==> src/rtl/cgra_tile_dma_if.sv <==
// Signal bundle between the tile DMA, its command/stream users and the tile memory ext_* port.
// valid/ready: a word moves on each rising clk edge where both are high; the source holds valid and payload steady until then.
interface cgra_tile_dma_if #(
  parameter int DATA_WIDTH = 16,
  parameter int ADDR_WIDTH = 12,
  parameter int LEN_WIDTH  = 13
);
  logic                  cmd_valid;
  logic                  cmd_ready;
  logic                  cmd_dir;
  logic [1:0]            cmd_bank;
  logic [ADDR_WIDTH-1:0] cmd_addr;
  logic [LEN_WIDTH-1:0]  cmd_len;
  logic                  abort;

  logic                  s_valid;
  logic                  s_ready;
  logic [DATA_WIDTH-1:0] s_data;

  logic                  m_valid;
  logic                  m_ready;
  logic [DATA_WIDTH-1:0] m_data;

  logic [ADDR_WIDTH-1:0] mem_addr;
  logic [1:0]            mem_bank_sel;
  logic                  mem_read;
  logic                  mem_write;
  logic [DATA_WIDTH-1:0] mem_wdata;
  logic [DATA_WIDTH-1:0] mem_rdata;
  logic                  mem_valid;

  logic                  busy;
  logic                  done;
  logic                  done_aborted;

  modport master (
    input  cmd_valid, cmd_dir, cmd_bank, cmd_addr, cmd_len, abort,
    input  s_valid, s_data, m_ready, mem_rdata, mem_valid,
    output cmd_ready, s_ready, m_valid, m_data,
    output mem_addr, mem_bank_sel, mem_read, mem_write, mem_wdata,
    output busy, done, done_aborted
  );

  modport slave (
    output cmd_valid, cmd_dir, cmd_bank, cmd_addr, cmd_len, abort,
    output s_valid, s_data, m_ready, mem_rdata, mem_valid,
    input  cmd_ready, s_ready, m_valid, m_data,
    input  mem_addr, mem_bank_sel, mem_read, mem_write, mem_wdata,
    input  busy, done, done_aborted
  );
endinterface

==> src/rtl/cgra_tile_dma.sv <==
// Tile DMA: LOAD streams words into one memory bank, STORE streams a bank out through a
// credit-controlled FIFO that hides the 1-cycle read latency and downstream backpressure.
module cgra_tile_dma #(
  parameter int DATA_WIDTH = 16,
  parameter int ADDR_WIDTH = 12,
  parameter int BANK_DEPTH = 1024,
  parameter int LEN_WIDTH  = 13,
  parameter int FIFO_DEPTH = 4
) (
  input  logic            clk,
  input  logic            rst_n,
  cgra_tile_dma_if.master bus,
  output logic [2:0]      dbg_state
);
  localparam int PTR_W = $clog2(FIFO_DEPTH);
  localparam int CNT_W = PTR_W + 1;
  localparam int CRD_W = CNT_W + 1;

  typedef enum logic [2:0] {
    ST_IDLE  = 3'd0,
    ST_LOAD  = 3'd1,
    ST_STORE = 3'd2,
    ST_DRAIN = 3'd3,
    ST_DONE  = 3'd4
  } state_t;

  state_t state, state_nxt;

  logic [1:0]            bank_q;
  logic [ADDR_WIDTH-1:0] addr_q;
  logic [LEN_WIDTH-1:0]  remaining_q;
  logic                  inflight_q;
  logic                  aborted_q;

  logic [DATA_WIDTH-1:0] fifo_mem [FIFO_DEPTH];
  logic [PTR_W-1:0]      wr_ptr, rd_ptr;
  logic [CNT_W-1:0]      fifo_count;

  logic                  accept, load_hs, issue, abort_hit, push, pop;
  logic [ADDR_WIDTH-1:0] addr_inc;
  logic [CRD_W-1:0]      credit_used;

  logic                  cmd_ready_c, s_ready_c, mem_read_c, mem_write_c;
  logic [ADDR_WIDTH-1:0] mem_addr_c;
  logic [1:0]            mem_bank_c;
  logic [DATA_WIDTH-1:0] mem_wdata_c;

  assign addr_inc    = (addr_q == ADDR_WIDTH'(BANK_DEPTH - 1)) ? '0 : addr_q + 1'b1;
  // FIFO occupancy plus the read still on its way must leave room for one more word.
  assign credit_used = CRD_W'(fifo_count) + CRD_W'(inflight_q);

  always_comb begin
    state_nxt   = state;
    accept      = 1'b0;
    load_hs     = 1'b0;
    issue       = 1'b0;
    abort_hit   = 1'b0;
    cmd_ready_c = 1'b0;
    s_ready_c   = 1'b0;
    mem_read_c  = 1'b0;
    mem_write_c = 1'b0;
    mem_addr_c  = '0;
    mem_bank_c  = '0;
    mem_wdata_c = '0;
    case (state)
      ST_IDLE: begin
        cmd_ready_c = 1'b1;
        if (bus.cmd_valid) begin
          accept = 1'b1;
          if (bus.cmd_len == '0) state_nxt = ST_DONE;
          else                   state_nxt = bus.cmd_dir ? ST_STORE : ST_LOAD;
        end
      end
      ST_LOAD: begin
        s_ready_c   = 1'b1;
        load_hs     = bus.s_valid;
        mem_write_c = bus.s_valid;
        mem_wdata_c = bus.s_data;
        mem_addr_c  = addr_q;
        mem_bank_c  = bank_q;
        if (bus.abort) begin
          abort_hit = 1'b1;
          state_nxt = ST_DRAIN;
        end else if (load_hs && remaining_q == LEN_WIDTH'(1)) begin
          state_nxt = ST_DONE;
        end
      end
      ST_STORE: begin
        issue      = (remaining_q != '0) && (credit_used < CRD_W'(FIFO_DEPTH));
        mem_read_c = issue;
        mem_addr_c = addr_q;
        mem_bank_c = bank_q;
        if (bus.abort) begin
          abort_hit = 1'b1;
          state_nxt = ST_DRAIN;
        end else if (issue && remaining_q == LEN_WIDTH'(1)) begin
          state_nxt = ST_DRAIN;
        end
      end
      ST_DRAIN: begin
        if (!inflight_q && fifo_count == '0) state_nxt = ST_DONE;
      end
      ST_DONE: state_nxt = ST_IDLE;
      default: state_nxt = ST_IDLE;
    endcase
  end

  always_ff @(posedge clk or negedge rst_n) begin
    if (!rst_n) state <= ST_IDLE;
    else        state <= state_nxt;
  end

  always_ff @(posedge clk or negedge rst_n) begin
    if (!rst_n) begin
      bank_q      <= '0;
      addr_q      <= '0;
      remaining_q <= '0;
      inflight_q  <= 1'b0;
      aborted_q   <= 1'b0;
    end else begin
      inflight_q <= issue;
      if (accept) begin
        bank_q      <= bus.cmd_bank;
        addr_q      <= bus.cmd_addr;
        remaining_q <= bus.cmd_len;
        aborted_q   <= 1'b0;
      end else if (load_hs || issue) begin
        addr_q      <= addr_inc;
        remaining_q <= remaining_q - 1'b1;
      end
      if (abort_hit) aborted_q <= 1'b1;
    end
  end

  // Once aborted, the returning read is dropped rather than pushed.
  assign push = inflight_q && bus.mem_valid && !aborted_q;
  assign pop  = (fifo_count != '0) && bus.m_ready;

  always_ff @(posedge clk or negedge rst_n) begin
    if (!rst_n) begin
      for (int i = 0; i < FIFO_DEPTH; i++) fifo_mem[i] <= '0;
      wr_ptr     <= '0;
      rd_ptr     <= '0;
      fifo_count <= '0;
    end else if (abort_hit) begin
      wr_ptr     <= '0;
      rd_ptr     <= '0;
      fifo_count <= '0;
    end else begin
      if (push) begin
        fifo_mem[wr_ptr] <= bus.mem_rdata;
        wr_ptr           <= wr_ptr + 1'b1;
      end
      if (pop) rd_ptr <= rd_ptr + 1'b1;
      case ({push, pop})
        2'b10:   fifo_count <= fifo_count + 1'b1;
        2'b01:   fifo_count <= fifo_count - 1'b1;
        default: fifo_count <= fifo_count;
      endcase
    end
  end

  assign bus.cmd_ready    = cmd_ready_c;
  assign bus.s_ready      = s_ready_c;
  assign bus.m_valid      = (fifo_count != '0);
  assign bus.m_data       = fifo_mem[rd_ptr];
  assign bus.mem_addr     = mem_addr_c;
  assign bus.mem_bank_sel = mem_bank_c;
  assign bus.mem_read     = mem_read_c;
  assign bus.mem_write    = mem_write_c;
  assign bus.mem_wdata    = mem_wdata_c;
  assign bus.busy         = (state != ST_IDLE);
  assign bus.done         = (state == ST_DONE);
  assign bus.done_aborted = (state == ST_DONE) && aborted_q;
  assign dbg_state        = state;
endmodule

==> src/flat_wrapper.sv <==
// flat-port wrapper written by rule: the top's interface ports become plain ports
module cgra_tile_dma_flat 
#(
  parameter int DATA_WIDTH = 16,
  parameter int ADDR_WIDTH = 12,
  parameter int BANK_DEPTH = 1024,
  parameter int LEN_WIDTH  = 13,
  parameter int FIFO_DEPTH = 4
)
  (clk, rst_n, dbg_state, bus_cmd_valid, bus_cmd_dir, bus_cmd_bank, bus_cmd_addr, bus_cmd_len, bus_abort, bus_s_valid, bus_s_data, bus_m_ready, bus_mem_rdata, bus_mem_valid, bus_cmd_ready, bus_s_ready, bus_m_valid, bus_m_data, bus_mem_addr, bus_mem_bank_sel, bus_mem_read, bus_mem_write, bus_mem_wdata, bus_busy, bus_done, bus_done_aborted);
  cgra_tile_dma_if #(.DATA_WIDTH(DATA_WIDTH), .ADDR_WIDTH(ADDR_WIDTH), .LEN_WIDTH(LEN_WIDTH)) bus_i ();
  input  logic clk;
  input  logic rst_n;
  output logic [2:0] dbg_state;
  input wire logic [$bits(bus_i.cmd_valid)-1:0] bus_cmd_valid;
  input wire logic [$bits(bus_i.cmd_dir)-1:0] bus_cmd_dir;
  input wire logic [$bits(bus_i.cmd_bank)-1:0] bus_cmd_bank;
  input wire logic [$bits(bus_i.cmd_addr)-1:0] bus_cmd_addr;
  input wire logic [$bits(bus_i.cmd_len)-1:0] bus_cmd_len;
  input wire logic [$bits(bus_i.abort)-1:0] bus_abort;
  input wire logic [$bits(bus_i.s_valid)-1:0] bus_s_valid;
  input wire logic [$bits(bus_i.s_data)-1:0] bus_s_data;
  input wire logic [$bits(bus_i.m_ready)-1:0] bus_m_ready;
  input wire logic [$bits(bus_i.mem_rdata)-1:0] bus_mem_rdata;
  input wire logic [$bits(bus_i.mem_valid)-1:0] bus_mem_valid;
  output wire logic [$bits(bus_i.cmd_ready)-1:0] bus_cmd_ready;
  output wire logic [$bits(bus_i.s_ready)-1:0] bus_s_ready;
  output wire logic [$bits(bus_i.m_valid)-1:0] bus_m_valid;
  output wire logic [$bits(bus_i.m_data)-1:0] bus_m_data;
  output wire logic [$bits(bus_i.mem_addr)-1:0] bus_mem_addr;
  output wire logic [$bits(bus_i.mem_bank_sel)-1:0] bus_mem_bank_sel;
  output wire logic [$bits(bus_i.mem_read)-1:0] bus_mem_read;
  output wire logic [$bits(bus_i.mem_write)-1:0] bus_mem_write;
  output wire logic [$bits(bus_i.mem_wdata)-1:0] bus_mem_wdata;
  output wire logic [$bits(bus_i.busy)-1:0] bus_busy;
  output wire logic [$bits(bus_i.done)-1:0] bus_done;
  output wire logic [$bits(bus_i.done_aborted)-1:0] bus_done_aborted;
  assign bus_i.cmd_valid = bus_cmd_valid;
  assign bus_i.cmd_dir = bus_cmd_dir;
  assign bus_i.cmd_bank = bus_cmd_bank;
  assign bus_i.cmd_addr = bus_cmd_addr;
  assign bus_i.cmd_len = bus_cmd_len;
  assign bus_i.abort = bus_abort;
  assign bus_i.s_valid = bus_s_valid;
  assign bus_i.s_data = bus_s_data;
  assign bus_i.m_ready = bus_m_ready;
  assign bus_i.mem_rdata = bus_mem_rdata;
  assign bus_i.mem_valid = bus_mem_valid;
  assign bus_cmd_ready = bus_i.cmd_ready;
  assign bus_s_ready = bus_i.s_ready;
  assign bus_m_valid = bus_i.m_valid;
  assign bus_m_data = bus_i.m_data;
  assign bus_mem_addr = bus_i.mem_addr;
  assign bus_mem_bank_sel = bus_i.mem_bank_sel;
  assign bus_mem_read = bus_i.mem_read;
  assign bus_mem_write = bus_i.mem_write;
  assign bus_mem_wdata = bus_i.mem_wdata;
  assign bus_busy = bus_i.busy;
  assign bus_done = bus_i.done;
  assign bus_done_aborted = bus_i.done_aborted;
  cgra_tile_dma #(.DATA_WIDTH(DATA_WIDTH), .ADDR_WIDTH(ADDR_WIDTH), .BANK_DEPTH(BANK_DEPTH), .LEN_WIDTH(LEN_WIDTH), .FIFO_DEPTH(FIFO_DEPTH)) u_core (.clk(clk), .rst_n(rst_n), .bus(bus_i), .dbg_state(dbg_state));
endmodule
==> config.mk <==
export PLATFORM = sky130hd
export DESIGN_NAME = cgra_tile_dma_flat
export DESIGN_NICKNAME = d
export VERILOG_FILES = /design/src/rtl/cgra_tile_dma_if.sv /design/src/rtl/cgra_tile_dma.sv /design/src/flat_wrapper.sv
export SDC_FILE = /design/constraint.sdc
export NUM_CORES = 1
export LEC_CHECK = 0
export CAP_MARGIN = 0
export CORE_UTILIZATION = 50
export DETAILED_ROUTE_END_ITERATION = 7
export PLACE_DENSITY = 0.79
export SYNTH_ARGS = -nofsm -noshare
export SYNTH_HDL_FRONTEND = slang
export SYNTH_SLANG_ARGS = --single-unit
==> constraint.sdc <==
create_clock -name clk -period 2.3 [get_ports clk]
set_input_delay 0.23 -clock clk [delete_from_list [all_inputs] [get_ports clk]]
set_output_delay 0.23 -clock clk [all_outputs]
set_load 0.02 [all_outputs]
Word-level counts from Yosys, hierarchy flattened
Index checks and enable logic that the tools add are counted.
Operators by class
  add/subtract/negate cells: 7
  order comparisons: 4
  equality and inequality tests: 12
  muxes and demuxes: 39
  bitwise gates (word level): 3
  reductions and logical operators: 26
Operators with widths (number)
  64-bit bitwise mux: 1
  16-bit two-way mux: 4
  12-bit two-way mux: 4
  16-bit binary-select mux with 2-bit select: 1
  16-bit demux with 2-bit select: 1
  13-bit two-way mux: 2
  3-bit two-way mux: 8
  13-bit by 1-bit equality test with 1-bit output, second input constant: 1
  13-bit zero test: 1
  13-bit nonzero test: 1
  13-bit by 1-bit subtractor with 13-bit output, second input constant: 1
  12-bit by 1-bit adder with 12-bit output, second input constant: 1
  12-bit by 10-bit equality test with 1-bit output, second input constant: 1
  2-bit two-way mux: 6
  3-bit case mux with 4 select lines: 1
  1-bit two-way mux: 10
  1-bit logical AND: 9
  3-bit nonzero test: 3
  2-bit nonzero test: 4
  3-bit by 2-bit equality test with 1-bit output, second input constant: 2
  3-bit >= comparator, second input constant: 2
  3-bit zero test: 2
  3-bit by 2-bit != test with 1-bit output, second input constant: 2
  2-bit NOT with 3-bit output: 2
  19 further kinds: 21
Storage, ports and cells
  register bits after elaboration: 103
  output and inout port bits: 57
  word-level logic and storage cells: 104

Logic depth before layout (Yosys ltp)
Gate-level depths: netlist (run 1).
  depth after elaboration: 7
  depth in mapped cells: 8

Worst setup path before layout (run 1)
No wires, ideal clock.
  kind: register to register
  start: register u_core.fifo_count[0]
  end: register u_core.fifo_count[2]
  data arrival time: 2116 ps
  data required time: 2171 ps
  path slack: 55 ps
  stages on the path, launching flop included: 9
  buffers on the path: 0
  cell sequence: dfrtp_1 or3_1 and2_1 ha_1 fa_1 xnor2_1 nor2_1 xnor2_1 nor2_1
On the way
  word-level cells in the longest chain between the ends: 5
Ends and longest elaborated chain
  start: declaration: RTL line cgra_tile_dma.sv:37  | logic [CNT_W-1:0] fifo_count;
  start signal: assignment: RTL line cgra_tile_dma.sv:156  | 2'b10: fifo_count <= fifo_count + 1'b1;
  start signal: assignment: RTL line cgra_tile_dma.sv:157  | 2'b01: fifo_count <= fifo_count - 1'b1;
  start signal: assignment: RTL line cgra_tile_dma.sv:158  | default: fifo_count <= fifo_count;
  3-bit nonzero test (*)
  named net bus_m_valid: RTL line flat_wrapper.sv:28  | output wire logic [$bits(bus_i.m_valid)-1:0] bus_m_valid;
  1-bit logical AND (*): RTL line cgra_tile_dma.sv:137  | assign pop = (fifo_count != '0) && bus.m_ready;
  2-bit by 1-bit equality test with 1-bit output / 2-bit equality test (equally long branches): RTL line cgra_tile_dma.sv:155  | case ({push, pop})
  3-bit case mux with 2 select lines: RTL line cgra_tile_dma.sv:155
  3-bit two-way mux: RTL line cgra_tile_dma.sv:145  | end else if (abort_hit) begin
Mark *: on every way through the listed nets, which the timed path passes. The rest lies on a longest branch.
A chain may end at the register's enable or synchronous reset.

Worst setup path in the final report (run 1)
  start: register u_core.fifo_count[1]
  end: register u_core.fifo_count[2]
On the way
  word-level cells in the longest chain between the ends: 5
Ends and longest elaborated chain
  branches (longest 5 deep; another with 3-bit by 1-bit subtractor with 3-bit output)
Several ways; the timed one is not identified.

==> qor.log, run 1 <==
INFO  logic_synthesis syn_nets=539
INFO  timing         worst_slew_margin_rel=0.559
INFO  outcome        status=completed
INFO  cells_and_area cell_count_final_fillers_out=746
INFO  cts            clock_sink_count=103
INFO  job            cap_violations=0
INFO  pwr            ir_drop=0.000990V
INFO  setup_path     critical_path.top_delay_family=simple AND/OR/NAND/NOR gates
INFO  floorplan      core-area=11000um2
INFO  cells_and_area fraction_of_final_layout_cells_sized_beyond_drive_strength_1=0.249
INFO  floorplan      fp-row-count=38
INFO  floorplan      effective_utilization_at_floorplan=0.518
INFO  pwr            leakagePower=3.82nW
INFO  timing         setup_violations=0
INFO  timing         rsz_0062_raised_after_global_routing=true
INFO  logic_synthesis synth_register_bits=103
INFO  pwr            power_density=1270nW/um2
INFO  detailed_routing avgRoutedWirePerCell=18.7um
INFO  global_routing largest_net_degree_at_the_start_of_global_routing=63
INFO  detailed_routing firstDrtPassIters=4
INFO  detailed_routing route.vias.total=4371
INFO  cts            htreeDepth=3
INFO  detailed_routing via_per_inst=5.86
INFO  cts            clock_root_buffer=clkbuf_16
INFO  placed_design  place_inst=726
INFO  cts            worst_skew_pair.late_latency=0.35ns
INFO  floorplan      num_io_pins=124
INFO  setup_path     max_stage_delay=0.42ns
INFO  cells_and_area multi_input_comb_area=2930um2
INFO  logic_synthesis ys_seq_area_frac=0.453
INFO  global_routing first_global_vias=4488
INFO  timing         clock_period_minus_worst_slack=2.27ns
INFO  cts            cts_made_buffers=9
INFO  setup_path     worst_ep_required_time=2.53ns
INFO  detailed_routing initialDrtViolationCount=233
INFO  min_path       timing.hold.worst.class=input port to async pin
INFO  cts            clk_path_buf_depth=2
INFO  placed_design  dpl_ws=0.0123ns
INFO  global_routing grt-ovfl-total=0
INFO  global_routing grt_pass1_wl=22.5mm
INFO  setup_path     critPathCaptureType=register
INFO  pwr            fin_total_pwr=0.00957W
INFO  setup_path     critical_path.slowest_cell=dfrtp_1
INFO  cells_and_area fin_nets=678
INFO  setup_path     cp.buffers_inverters=0
INFO  setup_path     timing.setup.critical_path_class=register to register
INFO  setup_path     cp-start-kind=register
INFO  detailed_routing detail_route.drc_violations=0
INFO  timing         final_critical_path_setup_slack=0.0302ns
INFO  detailed_routing ant_nets=0
INFO  timing         tightest_slew=0.655ns
INFO  placed_design  place.port_buffers=123
INFO  logic_synthesis ys_async_sr_fraction=1.00
INFO  logic_synthesis synth_edf_count=0
INFO  logic_synthesis synth_cell_type_count=65
INFO  logic_synthesis gate_count_of_the_mapped_netlist=462
INFO  cells_and_area area.sequential=2580um2
INFO  cells_and_area layout_commonest_cell=dfrtp_1
INFO  timing         clock.fmax=441MHz
INFO  logic_synthesis ys_warn_count=0
INFO  floorplan      die-area=11800um2
INFO  cells_and_area antennaDiodeCount=0
INFO  global_routing grt_use_total=0.251
INFO  logic_synthesis postSynthAreaPerCell=12.3um2
INFO  cells_and_area synthToLayoutAreaGrowth=32.2%
INFO  placed_design  gp_congestion=0.895
INFO  cells_and_area layout_common_cells=100 x dfrtp_1, 75 x clkdlybuf4s50_1, 40 x mux2_4
INFO  logic_synthesis synthesis.area=5690um2
INFO  placed_design  detailedPlacementHpwl=9.76mm
INFO  timing         worst_clk_skew=0.0121ns
INFO  global_routing number_of_antenna_violations_at_the_first_check_in_global_routing=0
INFO  timing         report.final.slew_viol_count=0
INFO  setup_path     worstPathArrival=2.50ns
INFO  detailed_routing wl=14.0mm
INFO  cells_and_area fillers=810
INFO  timing         timing.final.crit_share=0.987
INFO  setup_path     critical_path.cell_chain=or3_1 > and2_1 > ha_1 > fa_2 > xnor2_1 > nor2_1 > xnor2_1 > nor2_1
INFO  floorplan      die_w=109um
INFO  cts            tritoncts=built
INFO  setup_path     critPathMaxFanout=4
INFO  cts            cts.reportedPaths.clkPinSlew=0.07ns
INFO  logic_synthesis synth_ff_type=dfrtp_1
INFO  timing         report.final.hold_viol_count=0
INFO  floorplan      die_h=109um
==> state kept, by name, summed over array words and instances, names as in the netlist <==
register and count:
u_core.fifo_mem 64, u_core.remaining_q 13, u_core.addr_q 12, u_core.dbg_state 3, u_core.fifo_count 3, u_core.bank_q 2, u_core.rd_ptr 2, u_core.wr_ptr 2
u_core.aborted_q 1, u_core.inflight_q 1
==> worst reg2reg max path, cell delays in order, from the launching register on <==
cell and delay, ns:
dfrtp_1 0.42, or3_1 0.42, and2_1 0.22, ha_1 0.24
fa_2 0.37, xnor2_1 0.19, nor2_1 0.07, xnor2_1 0.16
nor2_1 0.06
==> where the power goes <==
| group | switching [W] | internal (W) | total, W |
|---|---|---|---|
| clock network | 0.000701 | 0.000802 | 0.00150 |
| registers | 0.000638 | 0.00247 | 0.00311 |
| logic | 0.00241 | 0.00255 | 0.00496 |
| total | 0.00375 | 0.00582 | 0.00957 |
==> per-layer routing <==
| layer | up-vias | share of wire | track usage |
|---|---|---|---|
| met5 | - | 0 | 0 |
| met3 | 27 | 0.052 | 0.0526 |
| met4 | 0 | 0.018 | 0.0917 |
| li1 | 2002 | - | - |
| met2 | 153 | 0.51 | 0.434 |
| met1 | 2189 | 0.42 | 0.308 |
==> area by class of cell <==
type,instances,area share
clock buffer,11,0.0336
clock inverter,5,0.00516
inverter,11,0.00549
multi-input combinational,324,0.390
sequential,103,0.343
tap,140,0.0233
timing repair buffer,152,0.199
==> synthesized netlist by cell type, types with 4 or more instances <==
master | instances | share of area
mux2_2 | 24 | 0.048
nand3b_1 | 4 | 0.0053
nor3_1 | 14 | 0.012
ha_1 | 9 | 0.020
buf_2 | 8 | 0.0070
mux2_4 | 40 | 0.11
clkbuf_1 | 7 | 0.0046
a22o_1 | 6 | 0.0092
nor4_1 | 9 | 0.0099
nand2_1 | 23 | 0.015
and2_1 | 20 | 0.022
and3_1 | 18 | 0.020
nand3_1 | 10 | 0.0088
inv_1 | 11 | 0.0073
nand2_4 | 4 | 0.0079
o21ai_0 | 5 | 0.0044
nor2_1 | 27 | 0.018
a221o_1 | 9 | 0.016
or3_1 | 5 | 0.0055
xnor2_1 | 5 | 0.0077
buf_6 | 7 | 0.014
a31oi_1 | 4 | 0.0044
mux4_2 | 16 | 0.063
a21oi_1 | 11 | 0.0097
dfrtp_1 | 103 | 0.45
==> final timing paths <==
| kind | start | endpoint | slack [ns] | cells past startpoint |
|---|---|---|---|---|
| setup / recovery | u_core.fifo_count[1]$_DFFE_PN0P_ | u_core.fifo_count[2]$_DFFE_PN0P_ | 0.03 | 8 |
| hold / removal | rst_n | u_core.fifo_mem[4]$_DFFE_PN0P_ | 0.41 | 2 |
| setup reg to reg | u_core.fifo_count[1]$_DFFE_PN0P_ | u_core.fifo_count[2]$_DFFE_PN0P_ | 0.03 | 8 |
| hold reg to reg | u_core.bank_q[0]$_DFFE_PN0P_ | u_core.bank_q[0]$_DFFE_PN0P_ | 0.49 | 2 |
| max in group asynchronous | rst_n | u_core.rd_ptr[0]$_DFFE_PN0P_ | 1.15 | 3 |
| min in group clk | bus_cmd_bank[1] | u_core.bank_q[1]$_DFFE_PN0P_ | 0.42 | 3 |
==> per-stage QoR <==
step | hold WS (ns) | setup TNS, ns | util | instance area, um2
2_1_floorplan | -0.0656 | 0 | - | 5690
3_3_place_gp | 0.240 | 0 | 0.651 | 7150
3_5_place_dp | 0.253 | 0 | 0.651 | 7150
4_1_cts | 0.404 | 0 | 0.679 | 7460
5_1_grt | 0.442 | -0.0665 | 0.685 | 7520
6_report | 0.415 | 0 | 0.685 | 7520
==> cells by family (layout without fill, tap and decap cells) <==
logic type / count (synthesis) / in the layout / synth area share
fa+ha+maj: 10 / 10 / 0.0233
simple gates: 158 / 158 / 0.166
mux: 83 / 83 / 0.222
xor+xnor: 7 / 7 / 0.0108
flops: 103 / 103 / 0.453
buf+inv: 35 / 179 / 0.0348
compound gates: 66 / 66 / 0.0906
==> what timing repair did <==
item	CTS	global route
hold endpoints to repair	41	0
setup endpoints to repair	48	25
setup buffers	3	0
hold buffers	1	0
gates resized for setup	33	22
pin swaps	1	0
Note: power is estimated with default switching activity, not from simulation.
==> run 2: changes to the inputs <==
==> constraint.sdc (replaced) <==
create_clock -name clk -period 2.3 [get_ports clk]
set_input_delay 0.345 -clock clk [delete_from_list [all_inputs] [get_ports clk]]
set_output_delay 0.345 -clock clk [all_outputs]
set_load 0.02 [all_outputs]
==> qor.log, run 2 (synthesis results as in run 1) <==
INFO  cells_and_area layout_common_cells=100 x dfrtp_1, 72 x clkdlybuf4s50_1, 49 x dlygate4sd2_1
INFO  setup_path     critPathCaptureType=register
INFO  timing         report.final.slew_viol_count=0
INFO  detailed_routing route.vias.total=4349
INFO  timing         tightest_slew=0.688ns
INFO  timing         rsz_0062_raised_after_global_routing=false
INFO  detailed_routing detail_route.drc_violations=0
INFO  floorplan      effective_utilization_at_floorplan=0.518
INFO  pwr            power.combinational.fraction=0.518
INFO  cells_and_area multi_input_comb_area=2930um2
INFO  pwr            ir_drop=0.000973V
INFO  job            cap_violations=0
INFO  pwr            power_report.internal_total=0.00582W
INFO  pwr            power_frac_clock=0.158
INFO  placed_design  place.port_buffers=123
INFO  cts            worst_skew_pair.late_latency=0.35ns
INFO  cells_and_area synthToLayoutAreaGrowth=31.4%
INFO  min_path       timing.hold.worst.class=input port to async pin
INFO  placed_design  detailedPlacementHpwl=9.88mm
INFO  floorplan      die_h=109um
INFO  outcome        status=finished with violations
INFO  floorplan      fp-row-count=38
INFO  pwr            fin_total_pwr=0.00954W
INFO  setup_path     worst_ep_required_time=2.52ns
INFO  cts            tritoncts=built
INFO  cts            cts-hold-fix-buffers=0
INFO  pwr            leakagePower=3.64nW
INFO  detailed_routing initialDrtViolationCount=264
INFO  detailed_routing routed-wl-met2=7.06mm
INFO  cts            htreeDepth=3
INFO  timing         clock.fmax=450MHz
INFO  timing         setup_violations=0
INFO  pwr            netSwitchingFraction=0.390
INFO  cts            clk_path_buf_depth=2
INFO  cts            cts.reportedPaths.clkPinSlew=0.06ns
INFO  cells_and_area layout_commonest_cell=dfrtp_1
INFO  setup_path     timing.setup.critical_path_class=register to register
INFO  pwr            power_density=1280nW/um2
INFO  timing         final.setup.tns=0ns
INFO  cts            clock_sink_count=103
INFO  timing         timing.final.crit_share=0.967
INFO  detailed_routing routed-wl-met3=763um
INFO  floorplan      die_w=109um
INFO  detailed_routing avgRoutedWirePerCell=18.6um
INFO  cells_and_area area.sequential=2580um2
INFO  cells_and_area regMostFlops=u_core.fifo_mem
INFO  pwr            switching_power=0.00372W
INFO  detailed_routing wl=13.9mm
INFO  global_routing grt-ovfl-total=0
INFO  timing         worst_slew_margin_rel=0.537
INFO  setup_path     critical_path.top_delay_family=simple AND/OR/NAND/NOR gates
INFO  cells_and_area fraction_of_final_layout_cells_sized_beyond_drive_strength_1=0.252
INFO  setup_path     critical_path.slowest_cell=dfrtp_2
INFO  placed_design  dpl_ws=0.0585ns
INFO  detailed_routing via_per_inst=5.82
INFO  timing         report.final.hold_viol_count=5
INFO  floorplan      die-area=11800um2
INFO  timing         final_critical_path_setup_slack=0.0753ns
INFO  global_routing first_global_vias=4426
INFO  cts            cts_made_buffers=9
INFO  global_routing grt_use_total=0.249
INFO  setup_path     critPathMaxFanout=4
INFO  pwr            seq_power_share=0.324
INFO  setup_path     cp-start-kind=register
INFO  global_routing number_of_antenna_violations_at_the_first_check_in_global_routing=0
INFO  setup_path     critical_path.cell_chain=or3_4 > and2_1 > ha_1 > fa_1 > xnor2_1 > nor2_1 > xnor2_1 > nor2_1
INFO  setup_path     worstPathArrival=2.45ns
INFO  detailed_routing firstDrtPassIters=5
INFO  cells_and_area number_of_flip_flops_under_the_largest_register_name=64
INFO  setup_path     max_stage_delay=0.44ns
INFO  detailed_routing topRoutingLayerUsed=met4
INFO  setup_path     cp.buffers_inverters=0
INFO  detailed_routing wirelength_met1=5.99mm
INFO  cells_and_area biggestRegsByFlops=u_core.fifo_mem x64, u_core.remaining_q x13, u_core.addr_q x12
INFO  timing         hold-worst-slack=-0.00343ns
INFO  outcome        violations=negative hold slack
INFO  floorplan      core-area=11000um2
INFO  cells_and_area antennaDiodeCount=0
INFO  global_routing grt_pass1_wl=22.3mm
INFO  cells_and_area fin_nets=681
INFO  global_routing largest_net_degree_at_the_start_of_global_routing=47
INFO  cts            clock_root_buffer=clkbuf_16
INFO  placed_design  gp_congestion=0.925
INFO  timing         clock_period_minus_worst_slack=2.22ns
INFO  detailed_routing ant_nets=0
INFO  floorplan      num_io_pins=124
INFO  timing         worst_clk_skew=0.00790ns
INFO  cells_and_area fillers=840
## run 2: cell type report
class,instances,share of cell area
Clock buffer,11,0.0325
Clock inverter,3,0.00586
Inverter,11,0.00552
Multi-Input combinational cell,324,0.391
Sequential cell,103,0.345
Tap cell,140,0.0234
Timing Repair Buffer,155,0.196
## run 2: layer usage
layer  vias to the layer above  GRT usage
met1                      2157      0.319
met4                         0     0.0579
met3                        17     0.0538
met5                         -          0
met2                       165      0.429
li1                       2010          -
## run 2: final timing paths
check / startpoint / end / slack, ns / depth (start not counted)
worst max-delay path: u_core.fifo_count[0]$_DFFE_PN0P_ / u_core.fifo_count[2]$_DFFE_PN0P_ / 0.08 / 8
worst min-delay path: rst_n / u_core.fifo_mem[17]$_DFFE_PN0P_ / -0.003 / 1
worst max register to register: u_core.fifo_count[0]$_DFFE_PN0P_ / u_core.fifo_count[2]$_DFFE_PN0P_ / 0.08 / 8
worst min register to register: u_core.bank_q[0]$_DFFE_PN0P_ / u_core.bank_q[0]$_DFFE_PN0P_ / 0.48 / 2
max in group asynchronous: rst_n / u_core.fifo_count[0]$_DFFE_PN0P_ / 1.57 / 2
min in group clk: u_core.bank_q[0]$_DFFE_PN0P_ / u_core.bank_q[0]$_DFFE_PN0P_ / 0.48 / 2
## run 2: power groups by stage
stage,clock network (W),logic [W],registers (W)
after detailed placement,0,0.00514,0.00309
after floorplan,0,0.00326,0.00294
after global placement,0,0.00500,0.00304
after CTS,0.00154,0.00491,0.00307
after global routing,0.00161,0.00533,0.00317
final,0.00151,0.00494,0.00309
## run 2: timing repair
item / 4_1_cts / 5_1_grt
endpoints found under the setup margin: 50 / 5
pin swaps: 1 / 1
buffers inserted: 2 / 2
gates cloned: 0 / 0
gates resized for setup: 54 / 6
endpoints found under the hold margin: 0 / 0
## run 2: metrics by stage
step	hold WS, ns	cell area [um2]	util	instances
after floorplan	0.0494	5690	-	462
after global placement	0.369	7210	0.656	729
after detailed placement	0.381	7210	0.656	729
after CTS	0.0172	7450	0.679	745
after global routing	0.0432	7470	0.681	747
final	-0.00343	7470	0.681	747
==> run 3: changes to the inputs <==
--- a/config.mk
+++ b/config.mk
@@ -8,7 +8,8 @@
 export CAP_MARGIN = 0
 export CORE_UTILIZATION = 50
 export DETAILED_ROUTE_END_ITERATION = 7
-export PLACE_DENSITY = 0.79
+export PLACE_DENSITY = 0.9
+export SKIP_LAST_GASP = 1
 export SYNTH_ARGS = -nofsm -noshare
 export SYNTH_HDL_FRONTEND = slang
 export SYNTH_SLANG_ARGS = --single-unit
==> qor.log, run 3 (synthesis results as in run 1) <==
INFO  outcome        status=completed
INFO  global_routing global_route.usage.met1=0.307
INFO  detailed_routing route.vias.total=4400
INFO  pwr            ir_drop=0.000945V
INFO  timing         setup_violations=0
INFO  cts            cts_made_buffers=9
INFO  cells_and_area layout_commonest_cell=dfrtp_1
INFO  cts            worst_skew_pair.late_latency=0.34ns
INFO  floorplan      num_io_pins=124
INFO  floorplan      core-area=11000um2
INFO  detailed_routing wl=14.0mm
INFO  job            cap_violations=0
INFO  global_routing groute.layer.met3.usage=0.0514
INFO  placed_design  place_inst=729
INFO  timing         hold-worst-slack=0.00174ns
INFO  setup_path     worst_ep_required_time=2.54ns
INFO  cells_and_area fillers=807
INFO  timing         clock_period_minus_worst_slack=2.19ns
INFO  cells_and_area cell_count_final_fillers_out=750
INFO  timing         final.setup.tns=0ns
INFO  pwr            power.combinational.fraction=0.522
INFO  cts            htreeDepth=3
INFO  global_routing grt-ovfl-total=0
INFO  timing         worst_slew_margin_rel=0.564
INFO  detailed_routing detail_route.drc_violations=0
INFO  pwr            leakagePower=3.69nW
INFO  detailed_routing firstDrtPassIters=4
INFO  cells_and_area fraction_of_final_layout_cells_sized_beyond_drive_strength_1=0.249
INFO  detailed_routing avgRoutedWirePerCell=18.7um
INFO  floorplan      effective_utilization_at_floorplan=0.518
INFO  detailed_routing ant_nets=0
INFO  detailed_routing initialDrtViolationCount=230
INFO  floorplan      die-area=11800um2
INFO  setup_path     cp-start-kind=register
INFO  setup_path     critPathCaptureType=register
INFO  global_routing gr-max-usage-layer=met2
INFO  timing         tightest_slew=0.649ns
INFO  cells_and_area biggestRegsByFlops=u_core.fifo_mem x64, u_core.remaining_q x13, u_core.addr_q x12
INFO  global_routing grtUsageMet2=0.434
INFO  global_routing largest_net_degree_at_the_start_of_global_routing=47
INFO  timing         worst_clk_skew=0.00591ns
INFO  cells_and_area fin_nets=684
INFO  floorplan      die_h=109um
INFO  cells_and_area antennaDiodeCount=0
INFO  min_path       timing.hold.worst.class=input port to async pin
INFO  setup_path     timing.setup.critical_path_class=register to register
INFO  global_routing grt_use_total=0.245
INFO  setup_path     critPathMaxFanout=17
INFO  detailed_routing via_per_inst=5.87
INFO  setup_path     worstPathArrival=2.43ns
INFO  cells_and_area synthToLayoutAreaGrowth=31.3%
INFO  cts            tritoncts=built
INFO  floorplan      fp-row-count=38
INFO  cells_and_area number_of_flip_flops_under_the_largest_register_name=64
INFO  pwr            netSwitchingFraction=0.395
INFO  timing         timing.final.crit_share=0.952
INFO  pwr            power_density=1260nW/um2
INFO  pwr            seq_power_share=0.328
INFO  placed_design  place.port_buffers=123
INFO  timing         report.final.slew_viol_count=0
INFO  cells_and_area regMostFlops=u_core.fifo_mem
INFO  placed_design  gp_congestion=0.946
INFO  global_routing number_of_antenna_violations_at_the_first_check_in_global_routing=0
INFO  pwr            power_frac_clock=0.150
INFO  cts            clk_path_buf_depth=2
INFO  cts            cts-hold-fix-buffers=0
INFO  cells_and_area layout_common_cells=102 x dfrtp_1, 70 x clkdlybuf4s50_1, 49 x dlygate4sd2_1
INFO  timing         report.final.hold_viol_count=0
INFO  pwr            power_report.internal_total=0.00571W
INFO  global_routing grt_pass1_wl=22.3mm
INFO  floorplan      die_w=109um
INFO  global_routing first_global_vias=4467
INFO  pwr            switching_power=0.00372W
INFO  timing         clock.fmax=457MHz
INFO  cts            clock_sink_count=103
INFO  cts            clock_root_buffer=clkbuf_16
INFO  placed_design  detailedPlacementHpwl=10.0mm
INFO  cts            cts.reportedPaths.clkPinSlew=0.07ns
run 3: path summary, 6_finish.rpt:
check,slack [ns],startpoint,depth (start not counted),end
min reg2reg,0.48,u_core.bank_q[0]$_DFFE_PN0P_,2,u_core.bank_q[0]$_DFFE_PN0P_
max reg2reg,0.11,u_core.dbg_state[1]$_DFFE_PN0P_,8,u_core.addr_q[8]$_DFFE_PN0P_
max,0.11,u_core.dbg_state[1]$_DFFE_PN0P_,8,u_core.addr_q[8]$_DFFE_PN0P_
min,0.002,rst_n,1,u_core.fifo_mem[3]$_DFFE_PN0P_
min in group clk,0.48,u_core.bank_q[0]$_DFFE_PN0P_,2,u_core.bank_q[0]$_DFFE_PN0P_
max in group asynchronous,1.57,rst_n,2,u_core.bank_q[0]$_DFFE_PN0P_
run 3: power groups by stage:
| stage | Combinational (W) | Clock (W) | Sequential (W) |
|---|---|---|---|
| 5_1_grt | 0.00533 | 0.00151 | 0.00318 |
| 4_1_cts | 0.00485 | 0.00145 | 0.00308 |
| 2_1_floorplan | 0.00326 | 0 | 0.00294 |
| 3_5_place_dp | 0.00509 | 0 | 0.00310 |
| 6_report | 0.00493 | 0.00141 | 0.00310 |
| 3_3_place_gp | 0.00495 | 0 | 0.00304 |
run 3: routing by layer:
layer  routed length [um]  vias up
met3                  717       19
li1                     -     2012
met5                    0        -
met1                 5980     2213
met4                  204        0
met2                 7090      156
run 3: worst max-delay path, cell delays in order (launching register included):
cell      delay, ns
dfrtp_1        0.48
buf_4          0.21
nor3_4         0.27
buf_4          0.16
and2_1         0.21
buf_4          0.26
a311o_1        0.15
o221ai_1       0.11
a311oi_1       0.24
run 3: timing repair:
action                     CTS  global route
pin swaps                    1             2
setup buffers                2             5
setup endpoints to repair   50             6
resized for setup           51             6
run 3: area by class of cell:
class                   instances  area (um2)  share of cell area
multi-input cells             324        2930               0.392
flip-flops and latches        103        2580               0.345
repair buffers                158        1480               0.197
clock buffers                  10         239              0.0320
well taps                     140         175              0.0235
inverters                      11        41.3             0.00553
clock inverters                 4        31.3             0.00419
run 3: per-stage QoR:
| stage | power, W | setup slack, ns | cell area (um2) | util |
|---|---|---|---|---|
| finish | 0.00944 | 0.111 | 7470 | 0.680 |
| CTS | 0.00938 | -0.127 | 7410 | 0.675 |
| global placement | 0.00799 | 0.157 | 7180 | 0.654 |
| global route | 0.0100 | -0.00332 | 7470 | 0.680 |
| floorplan | 0.00620 | 0.0552 | 5690 | - |
| detailed placement | 0.00819 | 0.0588 | 7180 | 0.654 |
